<file path="src/rtl/plic_pkg.sv">
// Shared types and helpers for the PLIC interrupt gateway.
package plic_pkg;

  typedef enum logic [1:0] {
    IDLE,
    PENDING,
    INSERVICE
  } gw_state_e;

  function automatic int unsigned edge_cnt_width(input int unsigned max_cnt);
    return $clog2(max_cnt + 1);
  endfunction

endpackage

</file>
<file path="src/rtl/plic_gateway_cell.sv">
// One gateway source: request FSM, saturating edge counter and edge detector.
module plic_gateway_cell
  import plic_pkg::*;
#(
  parameter int unsigned MaxEdgeCnt = 3
) (
  input  logic clk_i,
  input  logic rst_i,
  input  logic irq_i,
  input  logic le_i,
  input  logic claim_i,
  input  logic complete_i,
  output logic ip_o
);

  localparam int unsigned CntW = edge_cnt_width(MaxEdgeCnt);
  localparam logic [CntW-1:0] CntMax = CntW'(MaxEdgeCnt);

  gw_state_e       state_q, state_d;
  logic [CntW-1:0] cnt_q, cnt_d;
  logic            irq_q;
  logic            edge_det;
  logic            req;
  logic            take;

  always_comb begin
    edge_det = le_i & irq_i & ~irq_q;
    req      = le_i ? (cnt_q != '0) : irq_i;
    take     = (state_q == IDLE) & req;

    state_d = state_q;
    unique case (state_q)
      IDLE:      if (req)        state_d = PENDING;
      PENDING:   if (claim_i)    state_d = INSERVICE;
      INSERVICE: if (complete_i) state_d = IDLE;
      default:                   state_d = IDLE;
    endcase

    // A new edge in the same cycle as the consuming transition cancels the decrement.
    cnt_d = cnt_q;
    if (!le_i) begin
      cnt_d = '0;
    end else if (take && edge_det) begin
      cnt_d = cnt_q;
    end else if (take) begin
      cnt_d = cnt_q - CntW'(1);
    end else if (edge_det && (cnt_q != CntMax)) begin
      cnt_d = cnt_q + CntW'(1);
    end
  end

  always_ff @(posedge clk_i or posedge rst_i) begin
    if (rst_i) begin
      state_q <= IDLE;
      cnt_q   <= '0;
      irq_q   <= 1'b0;
    end else begin
      state_q <= state_d;
      cnt_q   <= cnt_d;
      irq_q   <= irq_i;
    end
  end

  assign ip_o = (state_q == PENDING);

endmodule

</file>
<file path="src/rtl/plic_gateway.sv">
// PLIC interrupt gateway: one cell per source 1..NumSource, bit 0 tied off.
// Define PLIC_GATEWAY_SYNC_EN to pass irq_i through a two-flop synchronizer.
module plic_gateway
  import plic_pkg::*;
#(
  parameter int unsigned NumSource  = 31,
  parameter int unsigned MaxEdgeCnt = 3
) (
  input  logic                 clk_i,
  input  logic                 rst_i,
  input  logic [NumSource:0]   irq_i,
  input  logic [NumSource:0]   le_i,
  input  logic [NumSource:0]   claim_i,
  input  logic [NumSource:0]   complete_i,
  output logic [NumSource:0]   ip_o
);

  logic [NumSource:0] irq_s;

`ifdef PLIC_GATEWAY_SYNC_EN
  logic [NumSource:0] sync1_q, sync2_q;

  always_ff @(posedge clk_i or posedge rst_i) begin
    if (rst_i) begin
      sync1_q <= '0;
      sync2_q <= '0;
    end else begin
      sync1_q <= irq_i;
      sync2_q <= sync1_q;
    end
  end

  assign irq_s = sync2_q;
`else
  assign irq_s = irq_i;
`endif

  for (genvar k = 1; k <= NumSource; k++) begin : g_cell
    plic_gateway_cell #(
      .MaxEdgeCnt(MaxEdgeCnt)
    ) u_cell (
      .clk_i      (clk_i),
      .rst_i      (rst_i),
      .irq_i      (irq_s[k]),
      .le_i       (le_i[k]),
      .claim_i    (claim_i[k]),
      .complete_i (complete_i[k]),
      .ip_o       (ip_o[k])
    );
  end

  assign ip_o[0] = 1'b0;

  logic unused_src0;
  assign unused_src0 = ^{irq_s[0], le_i[0], claim_i[0], complete_i[0]};

`ifndef SYNTHESIS
  max_edge_cnt_a: assert property (@(posedge clk_i) MaxEdgeCnt >= 1);
`endif

endmodule

</file>
<file path="config.mk">
export PLATFORM = sky130hd
export DESIGN_NAME = plic_gateway
export DESIGN_NICKNAME = d
export VERILOG_FILES = /design/src/rtl/plic_pkg.sv /design/src/rtl/plic_gateway_cell.sv /design/src/rtl/plic_gateway.sv
export SDC_FILE = /design/constraint.sdc
export NUM_CORES = 1
export LEC_CHECK = 0
export CAP_MARGIN = 30
export CORE_MARGIN = 4
export CORE_UTILIZATION = 30
export DETAILED_ROUTE_END_ITERATION = 16
export GPL_ROUTABILITY_DRIVEN = 0
export SLEW_MARGIN = 20
export SYNTH_ARGS = -nofsm -noshare
export SYNTH_HDL_FRONTEND = slang
export SYNTH_SLANG_ARGS = --single-unit
</file>
<file path="constraint.sdc">
create_clock -name clk_i -period 9.9 [get_ports clk_i]
set_clock_uncertainty 0.05 [all_clocks]
set_input_delay 1.98 -clock clk_i [delete_from_list [all_inputs] [get_ports clk_i]]
set_output_delay 1.98 -clock clk_i [all_outputs]
set_load 0.01 [all_outputs]
</file>
==> results of run 1 <==
==> power by group <==
part / internal [W] / switching [W]
clock network: 0.000374 / 0.000277
registers: 0.000817 / 0.000189
logic: 0.000448 / 0.000372
==> worst paths after layout <==
| check | to | cells after the start |
|---|---|---|
| worst max-delay path | ip_o[18] | 2 |
| worst min-delay path | g_cell[31].u_cell.state_q[0] | 1 |
| worst max register to register | g_cell[31].u_cell.cnt_q[0] | 4 |
| worst min register to register | g_cell[31].u_cell.state_q[0] | 1 |
| max in group asynchronous | g_cell[5].u_cell.state_q[0] | 4 |
| min in group asynchronous | g_cell[6].u_cell.state_q[1] | 2 |
==> per-stage QoR <==
stage / utilization / setup WS, ns / hold WS, ns / cells
after detailed placement: 0.374 / 5.92 / 0.417 / 1288
after CTS: 0.395 / 6.20 / 0.425 / 1319
final: 0.395 / 6.22 / 0.424 / 1319
after floorplan: - / 3.69 / 0.394 / 827
after global routing: 0.395 / 6.14 / 0.447 / 1319
after global placement: 0.372 / 5.83 / 0.413 / 1287
==> cell usage after synthesis, types with 11 or more instances <==
library cell	count	area (um^2)
a21o_1	15	113
nand2_1	48	180
mux2_2	18	203
a22o_1	16	140
a21oi_1	36	180
buf_4	32	240
nor2_1	111	417
dfrtp_1	155	3880
o21ai_0	66	330
o2111a_1	11	124
inv_1	52	195
nor2b_1	40	250
o211ai_1	22	165
nand2b_1	37	231
a211oi_1	21	158
==> sequential cells by signal (all words and copies together), names as in the netlist <==
register	flops
g_cell.u_cell.cnt_q	62
g_cell.u_cell.state_q	62
g_cell.u_cell.irq_q	31
==> layer usage <==
layer / wire length, um / up-vias
li1: - / 3234
met1: 7730 / 3029
met2: 7760 / 124
met3: 925 / 15
met4: 173 / 2
met5: 13 / -
==> cells by family after synthesis <==
group / synth area share
other: 0.000470
AND/OR/NAND/NOR: 0.188
AO/OA/AOI/OAI: 0.232
flip-flops: 0.486
XOR/XNOR: 0.00659
buffers and inverters: 0.0546
multiplexers: 0.0329
==> layout make-up <==
| cell class | count | area [um^2] |
|---|---|---|
| Fill cell | 2653 | 15800 |
| Sequential cell | 155 | 3880 |
| Multi-Input combinational cell | 588 | 3670 |
| Timing Repair Buffer | 158 | 1600 |
| Clock buffer | 19 | 433 |
| Tap cell | 335 | 419 |
| Inverter | 52 | 200 |
| Clock inverter | 12 | 140 |
==> layout by cell type, fill, tap and decap left out, drive strengths merged, types with 4 or more instances in the layout <==
cell type,Yosys,final
o21ai,66,66
nor2,111,111
o31ai,10,10
or3,6,6
a21oi,36,36
o221ai,6,6
xnor2,6,6
o311a,9,9
and2,10,10
nand2,48,48
a2111oi,9,9
mux2i,6,6
nor3b,5,5
a21o,16,16
nand2b,37,37
o2111a,11,11
o211a,4,4
or2,6,6
o21a,6,6
clkdlybuf4s50,0,156
a311oi,4,4
a31oi,4,4
a211oi,23,23
a22o,16,16
mux2,18,18
a221oi,4,4
clkbuf,0,19
inv,52,56
dfrtp,155,155
a21boi,10,10
o211ai,22,22
nor2b,40,40
nand3,7,7
or3b,18,18
o2bb2ai,6,6
==> results.ini, run 1 <==
[status]
status=finished, final reports clean

[critical_path]
rrSetupSlack_ns=8.24
cp-startpoint=g_cell[18].u_cell.state_q[0]
slowest_delay_ns=0.59
slowest_stage=clkdlybuf4s50_1
path_cells=nor2b_1 > clkdlybuf4s50_1
r2r-start=g_cell[31].u_cell.cnt_q[1]
required_ns=7.87
path_buf_inv=1
path_delay_family=buffers and inverters
critPathKind=register to primary output
endpoint_kind=primary output
critPathMaxFanout=5
start_kind=register
arrival_ns=1.65

[synth]
yosysSeqAreaShare=0.486
ys_seq_elements=155
synthCells=827
synth_nets=957
synthArstFlopShare=1.00
netlist-cell-type-count=41
netlist_area_um2=7980
syn_area_per_cell_um2=9.65
synth_edf_count=0
yosysWarningCount=0
synthFlopType=dfrtp_1

[clock_network]
path_clk_slew_ns=0.06
h-tree-depth=4
cts_max_path_buffers=2
cts_tree=built
postCtsHoldBufs=0
clock_sinks=155
cts_made_buffers=17
cts_resized=0
postCtsSetupBuffers=0
clockRootBuffer=clkbuf_16
clk-insertion-delay-late_ns=0.42

[timing]
setup_viol=0
fmax_ghz=0.272
grt_setup_unrepaired=false
final_hold_viol_count=0
fin_crit_sh=0.371
min_period_ns=3.68
relSlewSlack=0.565
tightest_slew_ns=0.652
finalSetupTns_ns=0
final-max-slew-violation-count=0

[die]
start_util=0.305
num_rows=59
fp.dieW_um=171
core_um2=26100
io_pins=162
dieArea_um2=29300
die-height_um=171

[global_route]
grt_max_degree=55
met2_usage=0.190
antenna_found_initial=1
grtUsageTotal=0.113
use_met3=0.0330
gr-total-overflow=0
top_usage_layer=met2
grt_pass1_vias=6137
grt_pass1_wl_um=27800
gr-usage-met1=0.144

[routing]
drtAntennaViolNets=0
remaining_drc_errors=0
wl_per_cell_um=12.6
first_pass_iters=4
via_per_inst=4.86
wirelength_um=16600
vias=6404
dr.first_iter.drc_count=306

[placed_design]
place_area_um2=9760
place_hpwl_um=12100
io_buffers=156

[hold_path]
min-delay-start=g_cell[31].u_cell.state_q[1]
hp-class=register to register

[power_and_ir_drop]
power_density_nw_per_um2=240
vdd.ir_drop.worst_uv=84.4
power_w=0.00248
p_leak_nw=4.40

[run]
cap_violations=0

[final_layout]
final_nets=1102
n_antenna_cell=0
design_area_um2=10300
area_growth_pct=29.5
drive_gt1_frac=0.0701

Power figures use the tool's default switching activity.
==> run 2: changes to the inputs <==
==> constraint.sdc (replaced) <==
create_clock -name clk_i -period 3.5 [get_ports clk_i]
set_clock_uncertainty 0.05 [all_clocks]
set_input_delay 0.7 -clock clk_i [delete_from_list [all_inputs] [get_ports clk_i]]
set_output_delay 0.7 -clock clk_i [all_outputs]
set_load 0.01 [all_outputs]
==> run 2 against run 1 <==
Effect of this change:
- critical endpoint is now ip_o[10]
- first-iteration DRC count fell by 5.9%
- worst setup slack worse by 5.1 ns
- largest cell class unchanged
- combinational power grew to 2.8 times the previous value
==> results.ini, run 2 (synthesized netlist as in run 1, its figures left out) <==
[clock_network]
clock_sinks=155  ; unchanged
path_clk_slew_ns=0.07  ; about the same
cts_max_path_buffers=2  ; unchanged
cts_resized=0  ; unchanged
clk-insertion-delay-late_ns=0.41  ; about the same
clockRootBuffer=clkbuf_16
h-tree-depth=4  ; unchanged
cts_made_buffers=17  ; unchanged
cts_tree=built
postCtsHoldBufs=0  ; unchanged
postCtsSetupBuffers=0  ; unchanged

[power_and_ir_drop]
power_density_nw_per_um2=686  ; +190%
vdd.ir_drop.worst_uv=271  ; +220%
p_leak_nw=4.42  ; +0.60%

[die]
die-height_um=171  ; unchanged
fp.dieW_um=171  ; unchanged
core_um2=26100  ; unchanged
start_util=0.305  ; unchanged
num_rows=59  ; unchanged
dieArea_um2=29300  ; unchanged
io_pins=162  ; unchanged

[routing]
wl_met3_um=992  ; +7.2%
top_layer=met4
dr.first_iter.drc_count=288  ; -5.9%
first_pass_iters=5  ; +1
m1WireLength_um=7630  ; -1.2%
wirelength_um=16100  ; -2.9%
wl_per_cell_um=12.2  ; -2.9%
wl_met2_um=7300  ; -5.9%
remaining_drc_errors=0  ; unchanged
drtAntennaViolNets=0  ; unchanged
via_per_inst=4.84  ; -0.22%
vias=6390  ; -0.22%

[global_route]
grt_max_degree=86  ; +56%
grt_pass1_vias=5977  ; -2.6%
gr-total-overflow=0  ; unchanged
antenna_found_initial=0  ; -1
grtUsageTotal=0.112  ; -0.00177
grt_pass1_wl_um=27500  ; -1.2%

[placed_design]
place_area_um2=9760  ; about the same
place_hpwl_um=11700  ; -3.6%
io_buffers=156  ; unchanged

[final_layout]
area_growth_pct=30.1
final_nets=1102  ; unchanged
n_antenna_cell=0  ; unchanged
largest_registers=g_cell.u_cell.cnt_q (62), g_cell.u_cell.state_q (62), g_cell.u_cell.irq_q (31)
final_cell_mix=156 x clkdlybuf4s50_1, 155 x dfrtp_1, 111 x nor2_1, 66 x o21ai_0, 51 x inv_1
final_common_cell=clkdlybuf4s50_1
design_area_um2=10400  ; +0.50%
drive_gt1_frac=0.0701  ; unchanged

[timing]
grt_setup_unrepaired=false
final_hold_viol_count=0  ; unchanged
fin_crit_sh=0.683
min_period_ns=2.39
finalSetupTns_ns=0  ; unchanged
setup_viol=0  ; unchanged
final-max-slew-violation-count=0  ; unchanged
fmax_ghz=0.418
whs_ns=0.429  ; +0.00507 ns

[critical_path]
r2r-start=g_cell[8].u_cell.cnt_q[0]
required_ns=2.75  ; -5.12 ns
critPathKind=register to primary output
critPathMaxFanout=6  ; +1
reg2reg_to=g_cell[8].u_cell.cnt_q[0]
r2r_cells=4  ; unchanged
rrSetupSlack_ns=1.84  ; -6.40 ns
endpoint_kind=primary output
arrival_ns=1.64  ; about the same
start_kind=register

[hold_path]
hp-class=register to register
min_to=g_cell[19].u_cell.state_q[0]
min-delay-start=g_cell[19].u_cell.state_q[1]
min_path_cells=1  ; unchanged

[status]
status=finished, final reports clean

[run]
cap_violations=0  ; unchanged

==> run 2: changes by cell type in the layout (fill, tap and decap cells not counted) <==
cell,before,now
inv_8,0,1
buf_4,1,0
buf_16,1,0
bufinv_16,2,4
inv_6,5,3
clkinvlp_4,3,2
buf_12,0,2
==> run 2: power breakdown <==
group,switching [W],internal (W)
sequential,0.000539,0.00231
clock,0.000761,0.00120
combinational,0.00104,0.00127
total,0.00234,0.00478
==> run 2: how the worst max path moves through the flow <==
stage / from / end / slack, ns / cells past startpoint
floorplan: rst_i / g_cell[10].u_cell.cnt_q[0] / 0.79 / 1
CTS: g_cell[10].u_cell.state_q[0] / ip_o[10] / 1.05 / 2
finish: g_cell[10].u_cell.state_q[0] / ip_o[10] / 1.11 / 2
detailed placement: le_i[8] / g_cell[8].u_cell.cnt_q[0] / 0.97 / 5
global route: g_cell[10].u_cell.state_q[0] / ip_o[10] / 1.02 / 2
global placement: le_i[7] / g_cell[7].u_cell.cnt_q[0] / 1.00 / 5
==> run 2: per-layer routing <==
| metal | up-vias | track usage |
|---|---|---|
| met3 | 11 | 0.0335 |
| met1 | 3019 | 0.145 |
| met5 | - | 0 |
| li1 | 3233 | - |
| met4 | 0 | 0.0358 |
| met2 | 127 | 0.179 |
==> run 2: layout make-up <==
type | count | area, um^2
fill | 2598 | 15700
sequential | 155 | 3880
multi-input combinational | 588 | 3670
clock buffer | 19 | 433
inverter | 52 | 199
tap | 335 | 419
clock inverter | 12 | 188
timing repair buffer | 158 | 1600
==> run 2: metrics by stage <==
step | power (W) | utilization | cells | setup slack, ns
floorplan | 0.00456 | - | 827 | 0.791
global placement | 0.00516 | 0.374 | 1288 | 1.00
detailed placement | 0.00521 | 0.374 | 1288 | 0.970
CTS | 0.00726 | 0.397 | 1319 | 1.05
global route | 0.00769 | 0.397 | 1319 | 1.02
finish | 0.00713 | 0.397 | 1319 | 1.11
==> run 2: worst max-delay path, cell delays in order (launching register included) <==
cell and delay (ns):
dfrtp_1 0.42, nor2b_1 0.20, clkdlybuf4s50_1 0.61
